`config.mk`:
```
export PLATFORM = sky130hd
export DESIGN_NAME = cp0_commit_ctrl_flat
export DESIGN_NICKNAME = d
export VERILOG_FILES = /design/src/rtl/cp0_commit_if.sv /design/src/rtl/cp0_commit_ctrl.sv /design/src/flat_wrapper.sv
export SDC_FILE = /design/constraint.sdc
export NUM_CORES = 1
export LEC_CHECK = 0
export ABC_AREA = 1
export BUFFER_PORTS_ARGS = -buffer_cell sky130_fd_sc_hd__buf_2
export CORE_AREA = 2 2 121 123
export CTS_CLUSTER_SIZE = 8
export DETAILED_ROUTE_END_ITERATION = 6
export DIE_AREA = 0 0 123 125
export SYNTH_ARGS = -nofsm -noshare
export SYNTH_HDL_FRONTEND = slang
export SYNTH_SLANG_ARGS = --single-unit
```
`constraint.sdc`:
```
create_clock -name cp0_clk -period 6.01 [get_ports cp0_clk]
set_input_delay 1.5025 -clock cp0_clk [delete_from_list [all_inputs] [get_ports cp0_clk]]
set_output_delay 1.5025 -clock cp0_clk [all_outputs]
set_load 0.02 [all_outputs]
```
`src/rtl/cp0_commit_if.sv`:
```
// ============================================================================
//  Module      : cp0_commit_if
//  Description : Commit-stage / CP0 / frontend bundle for cp0_commit_ctrl.
//                slave  = the commit controller view
//                master = the surrounding pipeline / cp0 / frontend view
//  Signals     : sN_* slot inputs (N=1 older, N=2 younger), has_int/epc_res
//                from cp0, pms_* event port to cp0, gated mtc0 enables,
//                commit/replay/stall to the commit stage, redirect/flush
//                handshake to the frontend.
//  Config      : CP0_COMMIT_STATS_EN adds exc_cnt/int_cnt/eret_cnt outputs.
//  Revision    : 1.0 - initial release
// ============================================================================
`default_nettype none

interface cp0_commit_if;
    // commit slots
    logic        s1_valid,    s2_valid;
    logic        s1_ex,       s2_ex;
    logic [4:0]  s1_excode,   s2_excode;
    logic        s1_bd,       s2_bd;
    logic [31:0] s1_pc,       s2_pc;
    logic [31:0] s1_badvaddr, s2_badvaddr;
    logic        s1_eret,     s2_eret;
    logic        s1_mtc0_we,  s2_mtc0_we;
    logic [7:0]  s1_c0_addr,  s2_c0_addr;
    // from cp0
    logic        has_int;
    logic [31:0] epc_res;
    // to cp0
    logic        pms_ex;
    logic [4:0]  ex_type;
    logic        pms_bd;
    logic [31:0] pms_pc;
    logic [31:0] pms_badvaddr;
    logic        pms_eret;
    logic        inst1_mtc0_we, inst2_mtc0_we;
    // to commit stage
    logic        commit1_ok, commit2_ok, replay2, stall_commit;
    // frontend
    logic        redirect_valid;
    logic [31:0] redirect_pc;
    logic        redirect_ready;
    logic        flush;
`ifdef CP0_COMMIT_STATS_EN
    logic [31:0] exc_cnt, int_cnt, eret_cnt;
`endif

    modport slave (
        input  s1_valid, s1_ex, s1_excode, s1_bd, s1_pc, s1_badvaddr, s1_eret,
               s1_mtc0_we, s1_c0_addr,
               s2_valid, s2_ex, s2_excode, s2_bd, s2_pc, s2_badvaddr, s2_eret,
               s2_mtc0_we, s2_c0_addr,
               has_int, epc_res, redirect_ready,
        output pms_ex, ex_type, pms_bd, pms_pc, pms_badvaddr, pms_eret,
               inst1_mtc0_we, inst2_mtc0_we,
               commit1_ok, commit2_ok, replay2, stall_commit,
               redirect_valid, redirect_pc, flush
`ifdef CP0_COMMIT_STATS_EN
        , output exc_cnt, int_cnt, eret_cnt
`endif
    );

    modport master (
        output s1_valid, s1_ex, s1_excode, s1_bd, s1_pc, s1_badvaddr, s1_eret,
               s1_mtc0_we, s1_c0_addr,
               s2_valid, s2_ex, s2_excode, s2_bd, s2_pc, s2_badvaddr, s2_eret,
               s2_mtc0_we, s2_c0_addr,
               has_int, epc_res, redirect_ready,
        input  pms_ex, ex_type, pms_bd, pms_pc, pms_badvaddr, pms_eret,
               inst1_mtc0_we, inst2_mtc0_we,
               commit1_ok, commit2_ok, replay2, stall_commit,
               redirect_valid, redirect_pc, flush
`ifdef CP0_COMMIT_STATS_EN
        , input exc_cnt, int_cnt, eret_cnt
`endif
    );
endinterface

`default_nettype wire

```
`src/rtl/cp0_commit_ctrl.sv`:
```
// ============================================================================
//  Module      : cp0_commit_ctrl
//  Description : Commit-side sequencer for the dual-issue CP0. Selects at most
//                one interrupt/exception/ERET event per cycle from the two
//                commit slots (slot1 older), gates mtc0 writes, drives the cp0
//                single-event port and then runs a redirect + flush sequence
//                towards the frontend.
//  Ports       : cp0_clk  - clock
//                reset    - synchronous, active-high
//                bus      - cp0_commit_if.slave (slots, cp0 port, redirect)
//  Config      : CP0_COMMIT_STATS_EN adds 32-bit wrapping event counters
//                exc_cnt / int_cnt / eret_cnt on the interface.
//  Revision    : 1.0 - initial release
// ============================================================================
`default_nettype none

module cp0_commit_ctrl #(
    parameter logic [31:0] EX_VECTOR    = 32'hBFC00380,
    parameter int unsigned INT_SETTLE   = 2,
    parameter int unsigned DRAIN_CYCLES = 2
) (
    input wire          cp0_clk,
    input wire          reset,
    cp0_commit_if.slave bus
);

    // CP0 {rd,sel} addresses of interest
    localparam logic [7:0] c_ADDR_COMPARE = 8'b01011_000;
    localparam logic [7:0] c_ADDR_STATUS  = 8'b01100_000;
    localparam logic [7:0] c_ADDR_CAUSE   = 8'b01101_000;
    localparam logic [7:0] c_ADDR_EPC     = 8'b01110_000;

    localparam logic [3:0] c_INT_SETTLE = 4'(INT_SETTLE);
    localparam logic [3:0] c_DRAIN_LOAD = 4'(DRAIN_CYCLES - 1);

    typedef enum logic [1:0] {
        ST_IDLE     = 2'd0,
        ST_REDIRECT = 2'd1,
        ST_DRAIN    = 2'd2
    } state_t;

    state_t      r_state, w_state_nxt;
    logic [3:0]  r_drain_cnt, w_drain_nxt;
    logic [3:0]  r_blk_cnt;
    logic [31:0] r_redirect_pc;

    logic        w_pms_ex, w_pms_bd, w_pms_eret;
    logic [4:0]  w_ex_type;
    logic [31:0] w_pms_pc, w_pms_badvaddr;
    logic        w_m1, w_m2, w_commit1, w_commit2, w_replay2;
    logic        w_stall, w_redirect_valid, w_flush;
    logic        w_event, w_event_ex, w_event_int;
    logic        w_blk_load;

    // Writes to these registers can change whether an interrupt is pending,
    // so the interrupt input is not trusted until cp0 has settled.
    function automatic logic f_int_reg(input logic [7:0] addr);
        return (addr == c_ADDR_STATUS) || (addr == c_ADDR_CAUSE) ||
               (addr == c_ADDR_COMPARE);
    endfunction

    wire w_int_take = bus.has_int && bus.s1_valid && (r_blk_cnt == 4'd0);
    wire w_s1_ex    = bus.s1_valid && bus.s1_ex;
    wire w_s1_eret  = bus.s1_valid && bus.s1_eret;
    wire w_s2_ex    = bus.s2_valid && bus.s2_ex;
    wire w_s2_eret  = bus.s2_valid && bus.s2_eret;
    // slot1 writing EPC in the same cycle as a slot2 ERET: the ERET would read
    // a stale epc_res, so slot2 is sent round again once the write has landed.
    wire w_epc_hazard = bus.s1_valid && bus.s1_mtc0_we &&
                        (bus.s1_c0_addr == c_ADDR_EPC);

    // ------------------------------------------------------------------------
    // Next state and outputs
    // ------------------------------------------------------------------------
    always_comb begin
        w_pms_ex         = 1'b0;
        w_ex_type        = 5'd0;
        w_pms_bd         = 1'b0;
        w_pms_pc         = 32'd0;
        w_pms_badvaddr   = 32'd0;
        w_pms_eret       = 1'b0;
        w_m1             = 1'b0;
        w_m2             = 1'b0;
        w_commit1        = 1'b0;
        w_commit2        = 1'b0;
        w_replay2        = 1'b0;
        w_stall          = 1'b0;
        w_redirect_valid = 1'b0;
        w_flush          = 1'b0;
        w_event          = 1'b0;
        w_event_ex       = 1'b0;
        w_event_int      = 1'b0;
        w_state_nxt      = r_state;
        w_drain_nxt      = r_drain_cnt;

        case (r_state)
            ST_IDLE: begin
                if (w_int_take) begin
                    // Interrupt is taken on slot1; nothing retires.
                    w_pms_ex    = 1'b1;
                    w_ex_type   = 5'd0;
                    w_pms_bd    = bus.s1_bd;
                    w_pms_pc    = bus.s1_pc;
                    w_event     = 1'b1;
                    w_event_ex  = 1'b1;
                    w_event_int = 1'b1;
                end else if (w_s1_ex) begin
                    w_pms_ex       = 1'b1;
                    w_ex_type      = bus.s1_excode;
                    w_pms_bd       = bus.s1_bd;
                    w_pms_pc       = bus.s1_pc;
                    w_pms_badvaddr = bus.s1_badvaddr;
                    w_event        = 1'b1;
                    w_event_ex     = 1'b1;
                end else if (w_s1_eret) begin
                    w_pms_eret = 1'b1;
                    w_commit1  = 1'b1;
                    w_event    = 1'b1;
                end else begin
                    // slot1 retires normally from here on
                    w_commit1 = bus.s1_valid;
                    w_m1      = bus.s1_valid && bus.s1_mtc0_we;
                    if (w_s2_ex) begin
                        w_pms_ex       = 1'b1;
                        w_ex_type      = bus.s2_excode;
                        w_pms_bd       = bus.s2_bd;
                        w_pms_pc       = bus.s2_pc;
                        w_pms_badvaddr = bus.s2_badvaddr;
                        w_event        = 1'b1;
                        w_event_ex     = 1'b1;
                    end else if (w_s2_eret && w_epc_hazard) begin
                        w_replay2 = 1'b1;
                    end else if (w_s2_eret) begin
                        w_pms_eret = 1'b1;
                        w_commit2  = 1'b1;
                        w_event    = 1'b1;
                    end else begin
                        w_commit2 = bus.s2_valid;
                        w_m2      = bus.s2_valid && bus.s2_mtc0_we;
                    end
                end
                if (w_event) begin
                    w_state_nxt = ST_REDIRECT;
                end
            end
            ST_REDIRECT: begin
                w_redirect_valid = 1'b1;
                w_flush          = 1'b1;
                w_stall          = 1'b1;
                if (bus.redirect_ready) begin
                    w_state_nxt = ST_DRAIN;
                    w_drain_nxt = c_DRAIN_LOAD;
                end
            end
            ST_DRAIN: begin
                w_flush = 1'b1;
                w_stall = 1'b1;
                if (r_drain_cnt == 4'd0) begin
                    w_state_nxt = ST_IDLE;
                end else begin
                    w_drain_nxt = r_drain_cnt - 4'd1;
                end
            end
            default: begin
                w_state_nxt = ST_IDLE;
            end
        endcase
    end

    assign w_blk_load = (w_m1 && f_int_reg(bus.s1_c0_addr)) ||
                        (w_m2 && f_int_reg(bus.s2_c0_addr));

    // ------------------------------------------------------------------------
    // State register
    // ------------------------------------------------------------------------
    always_ff @(posedge cp0_clk) begin
        if (reset) begin
            r_state     <= ST_IDLE;
            r_drain_cnt <= 4'd0;
        end else begin
            r_state     <= w_state_nxt;
            r_drain_cnt <= w_drain_nxt;
        end
    end

    // ------------------------------------------------------------------------
    // Redirect target and interrupt block counter
    // ------------------------------------------------------------------------
    always_ff @(posedge cp0_clk) begin
        if (reset) begin
            r_redirect_pc <= 32'd0;
            r_blk_cnt     <= 4'd0;
        end else begin
            // epc_res is sampled in the event cycle, before cp0 updates
            if (w_event) begin
                r_redirect_pc <= w_event_ex ? EX_VECTOR : bus.epc_res;
            end
            if (w_blk_load) begin
                r_blk_cnt <= c_INT_SETTLE;
            end else if (r_blk_cnt != 4'd0) begin
                r_blk_cnt <= r_blk_cnt - 4'd1;
            end
        end
    end

`ifdef CP0_COMMIT_STATS_EN
    logic [31:0] r_exc_cnt, r_int_cnt, r_eret_cnt;

    always_ff @(posedge cp0_clk) begin
        if (reset) begin
            r_exc_cnt  <= 32'd0;
            r_int_cnt  <= 32'd0;
            r_eret_cnt <= 32'd0;
        end else begin
            if (w_event && w_event_ex && !w_event_int) r_exc_cnt  <= r_exc_cnt + 32'd1;
            if (w_event && w_event_int)               r_int_cnt  <= r_int_cnt + 32'd1;
            if (w_event && !w_event_ex)               r_eret_cnt <= r_eret_cnt + 32'd1;
        end
    end

    assign bus.exc_cnt  = r_exc_cnt;
    assign bus.int_cnt  = r_int_cnt;
    assign bus.eret_cnt = r_eret_cnt;
`endif

    assign bus.pms_ex         = w_pms_ex;
    assign bus.ex_type        = w_ex_type;
    assign bus.pms_bd         = w_pms_bd;
    assign bus.pms_pc         = w_pms_pc;
    assign bus.pms_badvaddr   = w_pms_badvaddr;
    assign bus.pms_eret       = w_pms_eret;
    assign bus.inst1_mtc0_we  = w_m1;
    assign bus.inst2_mtc0_we  = w_m2;
    assign bus.commit1_ok     = w_commit1;
    assign bus.commit2_ok     = w_commit2;
    assign bus.replay2        = w_replay2;
    assign bus.stall_commit   = w_stall;
    assign bus.redirect_valid = w_redirect_valid;
    assign bus.redirect_pc    = r_redirect_pc;
    assign bus.flush          = w_flush;

endmodule

`default_nettype wire

```
`src/flat_wrapper.sv`:
```
// flat-port wrapper written by rule: the top's interface ports become plain ports
module cp0_commit_ctrl_flat 
#(
    parameter logic [31:0] EX_VECTOR    = 32'hBFC00380,
    parameter int unsigned INT_SETTLE   = 2,
    parameter int unsigned DRAIN_CYCLES = 2
)
  (cp0_clk, reset, bus_s1_valid, bus_s1_ex, bus_s1_excode, bus_s1_bd, bus_s1_pc, bus_s1_badvaddr, bus_s1_eret, bus_s1_mtc0_we, bus_s1_c0_addr, bus_s2_valid, bus_s2_ex, bus_s2_excode, bus_s2_bd, bus_s2_pc, bus_s2_badvaddr, bus_s2_eret, bus_s2_mtc0_we, bus_s2_c0_addr, bus_has_int, bus_epc_res, bus_redirect_ready, bus_pms_ex, bus_ex_type, bus_pms_bd, bus_pms_pc, bus_pms_badvaddr, bus_pms_eret, bus_inst1_mtc0_we, bus_inst2_mtc0_we, bus_commit1_ok, bus_commit2_ok, bus_replay2, bus_stall_commit, bus_redirect_valid, bus_redirect_pc, bus_flush);
  cp0_commit_if bus_i ();
  input wire cp0_clk;
  input wire reset;
  input wire logic [$bits(bus_i.s1_valid)-1:0] bus_s1_valid;
  input wire logic [$bits(bus_i.s1_ex)-1:0] bus_s1_ex;
  input wire logic [$bits(bus_i.s1_excode)-1:0] bus_s1_excode;
  input wire logic [$bits(bus_i.s1_bd)-1:0] bus_s1_bd;
  input wire logic [$bits(bus_i.s1_pc)-1:0] bus_s1_pc;
  input wire logic [$bits(bus_i.s1_badvaddr)-1:0] bus_s1_badvaddr;
  input wire logic [$bits(bus_i.s1_eret)-1:0] bus_s1_eret;
  input wire logic [$bits(bus_i.s1_mtc0_we)-1:0] bus_s1_mtc0_we;
  input wire logic [$bits(bus_i.s1_c0_addr)-1:0] bus_s1_c0_addr;
  input wire logic [$bits(bus_i.s2_valid)-1:0] bus_s2_valid;
  input wire logic [$bits(bus_i.s2_ex)-1:0] bus_s2_ex;
  input wire logic [$bits(bus_i.s2_excode)-1:0] bus_s2_excode;
  input wire logic [$bits(bus_i.s2_bd)-1:0] bus_s2_bd;
  input wire logic [$bits(bus_i.s2_pc)-1:0] bus_s2_pc;
  input wire logic [$bits(bus_i.s2_badvaddr)-1:0] bus_s2_badvaddr;
  input wire logic [$bits(bus_i.s2_eret)-1:0] bus_s2_eret;
  input wire logic [$bits(bus_i.s2_mtc0_we)-1:0] bus_s2_mtc0_we;
  input wire logic [$bits(bus_i.s2_c0_addr)-1:0] bus_s2_c0_addr;
  input wire logic [$bits(bus_i.has_int)-1:0] bus_has_int;
  input wire logic [$bits(bus_i.epc_res)-1:0] bus_epc_res;
  input wire logic [$bits(bus_i.redirect_ready)-1:0] bus_redirect_ready;
  output wire logic [$bits(bus_i.pms_ex)-1:0] bus_pms_ex;
  output wire logic [$bits(bus_i.ex_type)-1:0] bus_ex_type;
  output wire logic [$bits(bus_i.pms_bd)-1:0] bus_pms_bd;
  output wire logic [$bits(bus_i.pms_pc)-1:0] bus_pms_pc;
  output wire logic [$bits(bus_i.pms_badvaddr)-1:0] bus_pms_badvaddr;
  output wire logic [$bits(bus_i.pms_eret)-1:0] bus_pms_eret;
  output wire logic [$bits(bus_i.inst1_mtc0_we)-1:0] bus_inst1_mtc0_we;
  output wire logic [$bits(bus_i.inst2_mtc0_we)-1:0] bus_inst2_mtc0_we;
  output wire logic [$bits(bus_i.commit1_ok)-1:0] bus_commit1_ok;
  output wire logic [$bits(bus_i.commit2_ok)-1:0] bus_commit2_ok;
  output wire logic [$bits(bus_i.replay2)-1:0] bus_replay2;
  output wire logic [$bits(bus_i.stall_commit)-1:0] bus_stall_commit;
  output wire logic [$bits(bus_i.redirect_valid)-1:0] bus_redirect_valid;
  output wire logic [$bits(bus_i.redirect_pc)-1:0] bus_redirect_pc;
  output wire logic [$bits(bus_i.flush)-1:0] bus_flush;
  assign bus_i.s1_valid = bus_s1_valid;
  assign bus_i.s1_ex = bus_s1_ex;
  assign bus_i.s1_excode = bus_s1_excode;
  assign bus_i.s1_bd = bus_s1_bd;
  assign bus_i.s1_pc = bus_s1_pc;
  assign bus_i.s1_badvaddr = bus_s1_badvaddr;
  assign bus_i.s1_eret = bus_s1_eret;
  assign bus_i.s1_mtc0_we = bus_s1_mtc0_we;
  assign bus_i.s1_c0_addr = bus_s1_c0_addr;
  assign bus_i.s2_valid = bus_s2_valid;
  assign bus_i.s2_ex = bus_s2_ex;
  assign bus_i.s2_excode = bus_s2_excode;
  assign bus_i.s2_bd = bus_s2_bd;
  assign bus_i.s2_pc = bus_s2_pc;
  assign bus_i.s2_badvaddr = bus_s2_badvaddr;
  assign bus_i.s2_eret = bus_s2_eret;
  assign bus_i.s2_mtc0_we = bus_s2_mtc0_we;
  assign bus_i.s2_c0_addr = bus_s2_c0_addr;
  assign bus_i.has_int = bus_has_int;
  assign bus_i.epc_res = bus_epc_res;
  assign bus_i.redirect_ready = bus_redirect_ready;
  assign bus_pms_ex = bus_i.pms_ex;
  assign bus_ex_type = bus_i.ex_type;
  assign bus_pms_bd = bus_i.pms_bd;
  assign bus_pms_pc = bus_i.pms_pc;
  assign bus_pms_badvaddr = bus_i.pms_badvaddr;
  assign bus_pms_eret = bus_i.pms_eret;
  assign bus_inst1_mtc0_we = bus_i.inst1_mtc0_we;
  assign bus_inst2_mtc0_we = bus_i.inst2_mtc0_we;
  assign bus_commit1_ok = bus_i.commit1_ok;
  assign bus_commit2_ok = bus_i.commit2_ok;
  assign bus_replay2 = bus_i.replay2;
  assign bus_stall_commit = bus_i.stall_commit;
  assign bus_redirect_valid = bus_i.redirect_valid;
  assign bus_redirect_pc = bus_i.redirect_pc;
  assign bus_flush = bus_i.flush;
  cp0_commit_ctrl #(.EX_VECTOR(EX_VECTOR), .INT_SETTLE(INT_SETTLE), .DRAIN_CYCLES(DRAIN_CYCLES)) u_core (.cp0_clk(cp0_clk), .reset(reset), .bus(bus_i));
endmodule
```
# After elaboration in Yosys (flattened, before gate mapping)
# Index checks and enable logic that the tools add are counted.
# Widths: inputs -> output; s select.
# word_totals
latchBits	0
mem_bits_rw	0
reg_bits	42
mem_bits_ro	0
wordCells	125
inputBits	200
out_inout_bits	112
n_memories	0
# op_classes
shifts	0
mul	0
n_bitwise	0
eq_ne	13
reduce_logical	27
n_mux	78
magnitude_cmp	0
n_addsub	2
div_mod_pow	0
# op_table
op	count
$mux 32	11
$eq 8x7->1 const B	7
$mux 1	53
$mux 5	5
$logic_and 1x1->1	12
$mux 2	5
$logic_not 4->1	2
$mux 4	2
$pmux 4 s2	1
$sub 4x1->4 const B	2
$ne 2x2->1 const B	3
$pmux 2 s3	1
$reduce_and 3->1	2
$logic_or 1x1->1	5
$reduce_bool 2->1	2
$reduce_bool 4->1	1
$reduce_or 2->1	2
$eq 2x1->1 const B	1
$eq 2x2->1 const B	1
$logic_not 2->1	1
$ne 2x1->1 const B	1

# Depth between registers and ports, before layout
# depth
word_depth	12
depth_mapped	12
depth_no_buf	11

# Worst setup path before layout
# OpenSTA, ideal clock, no wires.
# synth_path
kind	input-to-output
startpoint	input port bus_has_int
endpoint	output port bus_pms_pc[10]
path_stages	8
t_required_ns	4.507
arrival_time_ns	2.722
slack_ns	1.786
n_path_buf	1
cell_sequence	nand2_1 inv_1 nand3_2 nand2_4 inv_1 buf_1 nor2_1 nor3_1
# synth_between
elab_chain_len	4
# synth_lines
item	line	text
start: declaration	flat_wrapper.sv:30	input wire logic [$bits(bus_i.has_int)-1:0] bus_has_int;
$logic_and 1x1->1 (2 in a row)	cp0_commit_ctrl.sv:62	wire w_int_take = bus.has_int && bus.s1_valid && (r_blk_cnt == 4'd0);
$mux 32	cp0_commit_ctrl.sv:98	if (w_int_take) begin
$mux 32	cp0_commit_ctrl.sv:96	case (r_state)
end: declaration	flat_wrapper.sv:36	output wire logic [$bits(bus_i.pms_pc)-1:0] bus_pms_pc;
# No other way between the ends.

# Worst setup path after layout
# layout_path
startpoint	input port bus_s1_valid
endpoint	output port bus_pms_pc[28]
# layout_between
elab_chain_len	5
word_cells_on_any_way	8
classes_between	mux: 4; reduce/logical: 4
# layout_lines
item	line	text
start: declaration	flat_wrapper.sv:12	input wire logic [$bits(bus_i.s1_valid)-1:0] bus_s1_valid;
$logic_and 1x1->1	cp0_commit_ctrl.sv:64	wire w_s1_eret = bus.s1_valid && bus.s1_eret;
$mux 32	cp0_commit_ctrl.sv:115	end else if (w_s1_eret) begin
$mux 32	cp0_commit_ctrl.sv:107	end else if (w_s1_ex) begin
$mux 32 (*)	cp0_commit_ctrl.sv:98	
$mux 32 (*)	cp0_commit_ctrl.sv:96	
# Mark *: on every way between the ends. The rest lies on a longest branch, timed or not.

==> flow_summary.json <==
{
  "status": "completed",
  "synth.avg_cell_area_um2": 5.609,
  "clock_period_minus_final_worst_setup_slack_ps": 5010,
  "maximum_number_of_pins_on_one_net_before_global_route_repair": 58,
  "max_freq_mhz": 199.6,
  "chipHeight_um": 125,
  "post_synth_and_or_nand_nor_area_fraction_pct": 50.31,
  "setup.worst_path.class": "input port to output pin",
  "max-cap-violations": 0,
  "critPathMaxFanout": 36,
  "place_inst": 1037,
  "wirelength_um": 14130,
  "synth_compound_area_share_pct": 11.89,
  "synth-adder-area-share_pct": 1.549,
  "worst_pin_slew_ps": 977.3,
  "initial_utilization_pct": 22.74,
  "cell_area_after_technology_mapping_mm2": 0.003231,
  "vias_in_the_first_global_route": 4270,
  "area_of_the_core_mm2": 0.01420,
  "critical_path_arrival_ps": 3510,
  "cts_max_path_buffers": 2,
  "design.final.nets": 1064,
  "final.period_utilization_pct": 83.37,
  "clock-root-buffer": "clkbuf_16",
  "antenna_violations_before_repair": 2,
  "fp.dieW_um": 123,
  "grt_first_pass_wirelength_um": 21670,
  "fin_skew_ps": 3.347,
  "cts_setup_buffers": 0,
  "rel_slew_slack_pct": 34.77,
  "gp_congestion": 0.8059,
  "worst_case_vdd_ir_drop_mv": 0.1415,
  "kind_of_path_behind_the_tightest_hold_check": "register to register",
  "placementRows": 44,
  "clk_pin_slew_ps": 60,
  "worst_path_dominant_cell_family": "buffers and inverters",
  "drtPass1Iterations": 5,
  "crit_buf_inv": 4,
  "post_route_cells_drive_above_1_share_pct": 39.95,
  "synth.cells.most_frequent": "nor2_1 (141), nand2_1 (140), nand3_1 (64)",
  "timing.final.max_slew_violations": 0,
  "final_cells": 1047,
  "hold_viol": 0,
  "total_via_count_after_detailed_routing": 4587,
  "synth_edf_count": 0,
  "cts-htree-levels": 2,
  "total_congestion_overflow_after_global_routing": 0,
  "netlist.top_cell.by_area": "dfxtp_1",
  "largest_stage_delay_on_the_critical_path_ps": 810,
  "dp_hpwl_um": 11340,
  "setup_total_neg_slack_ps": 0,
  "crit_path_cell_trace": "buf_2, nand2_1, inv_1, nand3_2, nand2_4, inv_1, nand3_1, a21oi_1, buf_2",
  "clock-sinks": 42,
  "synth_fp_nets": 780,
  "ctsResizeCount": 0,
  "drt.antenna.violating_nets": 0,
  "drc_errors": 0,
  "endpoint_kind": "output pin",
  "synth_most_common_cell": "nor2_1",
  "route.detailed.wl_per_inst_um": 13.49,
  "netlist-cell-type-count": 28,
  "synthesized_area_fraction_occupied_by_xor_and_xnor_cells_pct": 0,
  "post_drt_via_cell_ratio": 4.381,
  "synth_seq_cells": 42,
  "cts_tree": "done",
  "synth_top_cell_area_share_pct": 26.03,
  "cts_hold_repair.buffers": 0,
  "synthMuxAreaShare_pct": 0,
  "timing.final.setup_violations": 0,
  "area_growth_syn_to_layout_pct": 55.50,
  "unrepaired_setup_endpoints_after_global_routing": "no",
  "initialDrtViolationCount": 226,
  "worstSetupStartpointType": "input port",
  "synthCells": 576,
  "leakage_nw": 2.834,
  "ys_dominant_reg_cell": "dfxtp_1",
  "synthTopCellsByArea": "dfxtp_1 (26%), nor2_1 (16%), nand2_1 (16%), nand3_1 (9.9%), a21oi_1 (9.6%)",
  "seq_area_frac_synth_pct": 26.03,
  "floorplan.die_area_mm2": 0.01538,
  "tritoncts.num_buffers": 5,
  "cell_with_the_largest_stage_delay_on_the_worst_path": "inv_1",
  "floorplan.io_pins": 312,
  "io_buffer_count": 311,
  "clk_latency_ps": 280,
  "ys_warn_count": 0,
  "dominant_combinational_cell_family_by_area_after_synthesis": "simple AND/OR/NAND/NOR gates",
  "synthArstFlopShare_pct": 0,
  "globalRouteTotalUtil_pct": 17.45,
  "powerDensity_mw_per_mm2": 262.6,
  "cp.required_ps": 4510
}
per-layer routing:
layer | track usage (%) | part of all wire [%]
met3 | 4.562 | 9.4
met1 | 21.13 | 41
met2 | 30.71 | 49
met4 | 3.743 | 0.89
met5 | 0 | 0
per-stage QoR:
step	hold slack (ps)	setup WS (ps)	power (mW)	utilization, %	cell area [um2]
finish	459.4	999.5	1.319	35.37	5024
global route	499.4	745.1	1.430	35.35	5021
CTS	466.8	1004	1.337	35.33	5019
detailed placement	455.8	1017	1.058	34.27	4867
global placement	455.1	979.4	1.057	34.27	4867
floorplan	435.8	1786	0.8399	-	3231
cells by family after synthesis:
kind of cell	after synthesis
flip-flops	42
AO/OA/AOI/OAI	75
buffers and inverters	75
adder cells (fa/ha/maj)	4
AND/OR/NAND/NOR	380
final timing paths:
kind | start | end | slack [ps] | depth (start not counted)
min reg2reg | u_core.r_blk_cnt[3]$_SDFFE_PP0P_ | u_core.r_blk_cnt[3]$_SDFFE_PP0P_ | 460 | 2
min | u_core.r_blk_cnt[3]$_SDFFE_PP0P_ | u_core.r_blk_cnt[3]$_SDFFE_PP0P_ | 460 | 2
max | bus_s1_valid | bus_pms_pc[28] | 1000 | 9
max reg2reg | u_core.r_blk_cnt[3]$_SDFFE_PP0P_ | u_core.bus.redirect_pc[16]$_SDFFE_PP0P_ | 3560 | 10
layout by cell type (no fill, tap or decap), types with 3 or more instances in the layout:
cell type | synthesis | final
nand3_1 | 64 | 64
buf_4 | 3 | 5
inv_2 | 3 | 3
buf_2 | 6 | 311
o21ai_0 | 10 | 10
nor3_2 | 9 | 9
nor2_1 | 141 | 141
nor3_1 | 14 | 14
clkbuf_16 | 0 | 5
a21oi_1 | 62 | 62
nand2_1 | 140 | 140
dfxtp_1 | 42 | 42
ha_1 | 4 | 4
inv_1 | 32 | 32
report_power, final:
| group | internal (mW) | switching, mW | leakage, nW |
|---|---|---|---|
| Combinational | 0.226 | 0.459 | 2.41 |
| Sequential | 0.336 | 0.0267 | 0.347 |
| Clock | 0.164 | 0.107 | 0.0729 |
area by class of cell:
type,instances,area [um2]
Multi-Input combinational cell,459,2067
Tap cell,184,230.2
Clock buffer,6,138.9
Fill cell,1664,9180
Timing Repair Buffer,316,1594
Clock inverter,2,12.51
Sequential cell,42,840.8
Inverter,36,135.1
Antenna cell,2,5.005
state kept, by name, indices dropped and copies added, names as in the netlist:
register	count
u_core.r_state	2
u_core.r_blk_cnt	4
u_core.bus.redirect_pc	32
u_core.r_drain_cnt	4
tightest hold or removal path, stage by stage (launching register included):
cell     delay [ps]
dfxtp_1         320
nand2_1          60
nor2_1           30
Note: power is estimated with default switching activity, not from simulation.
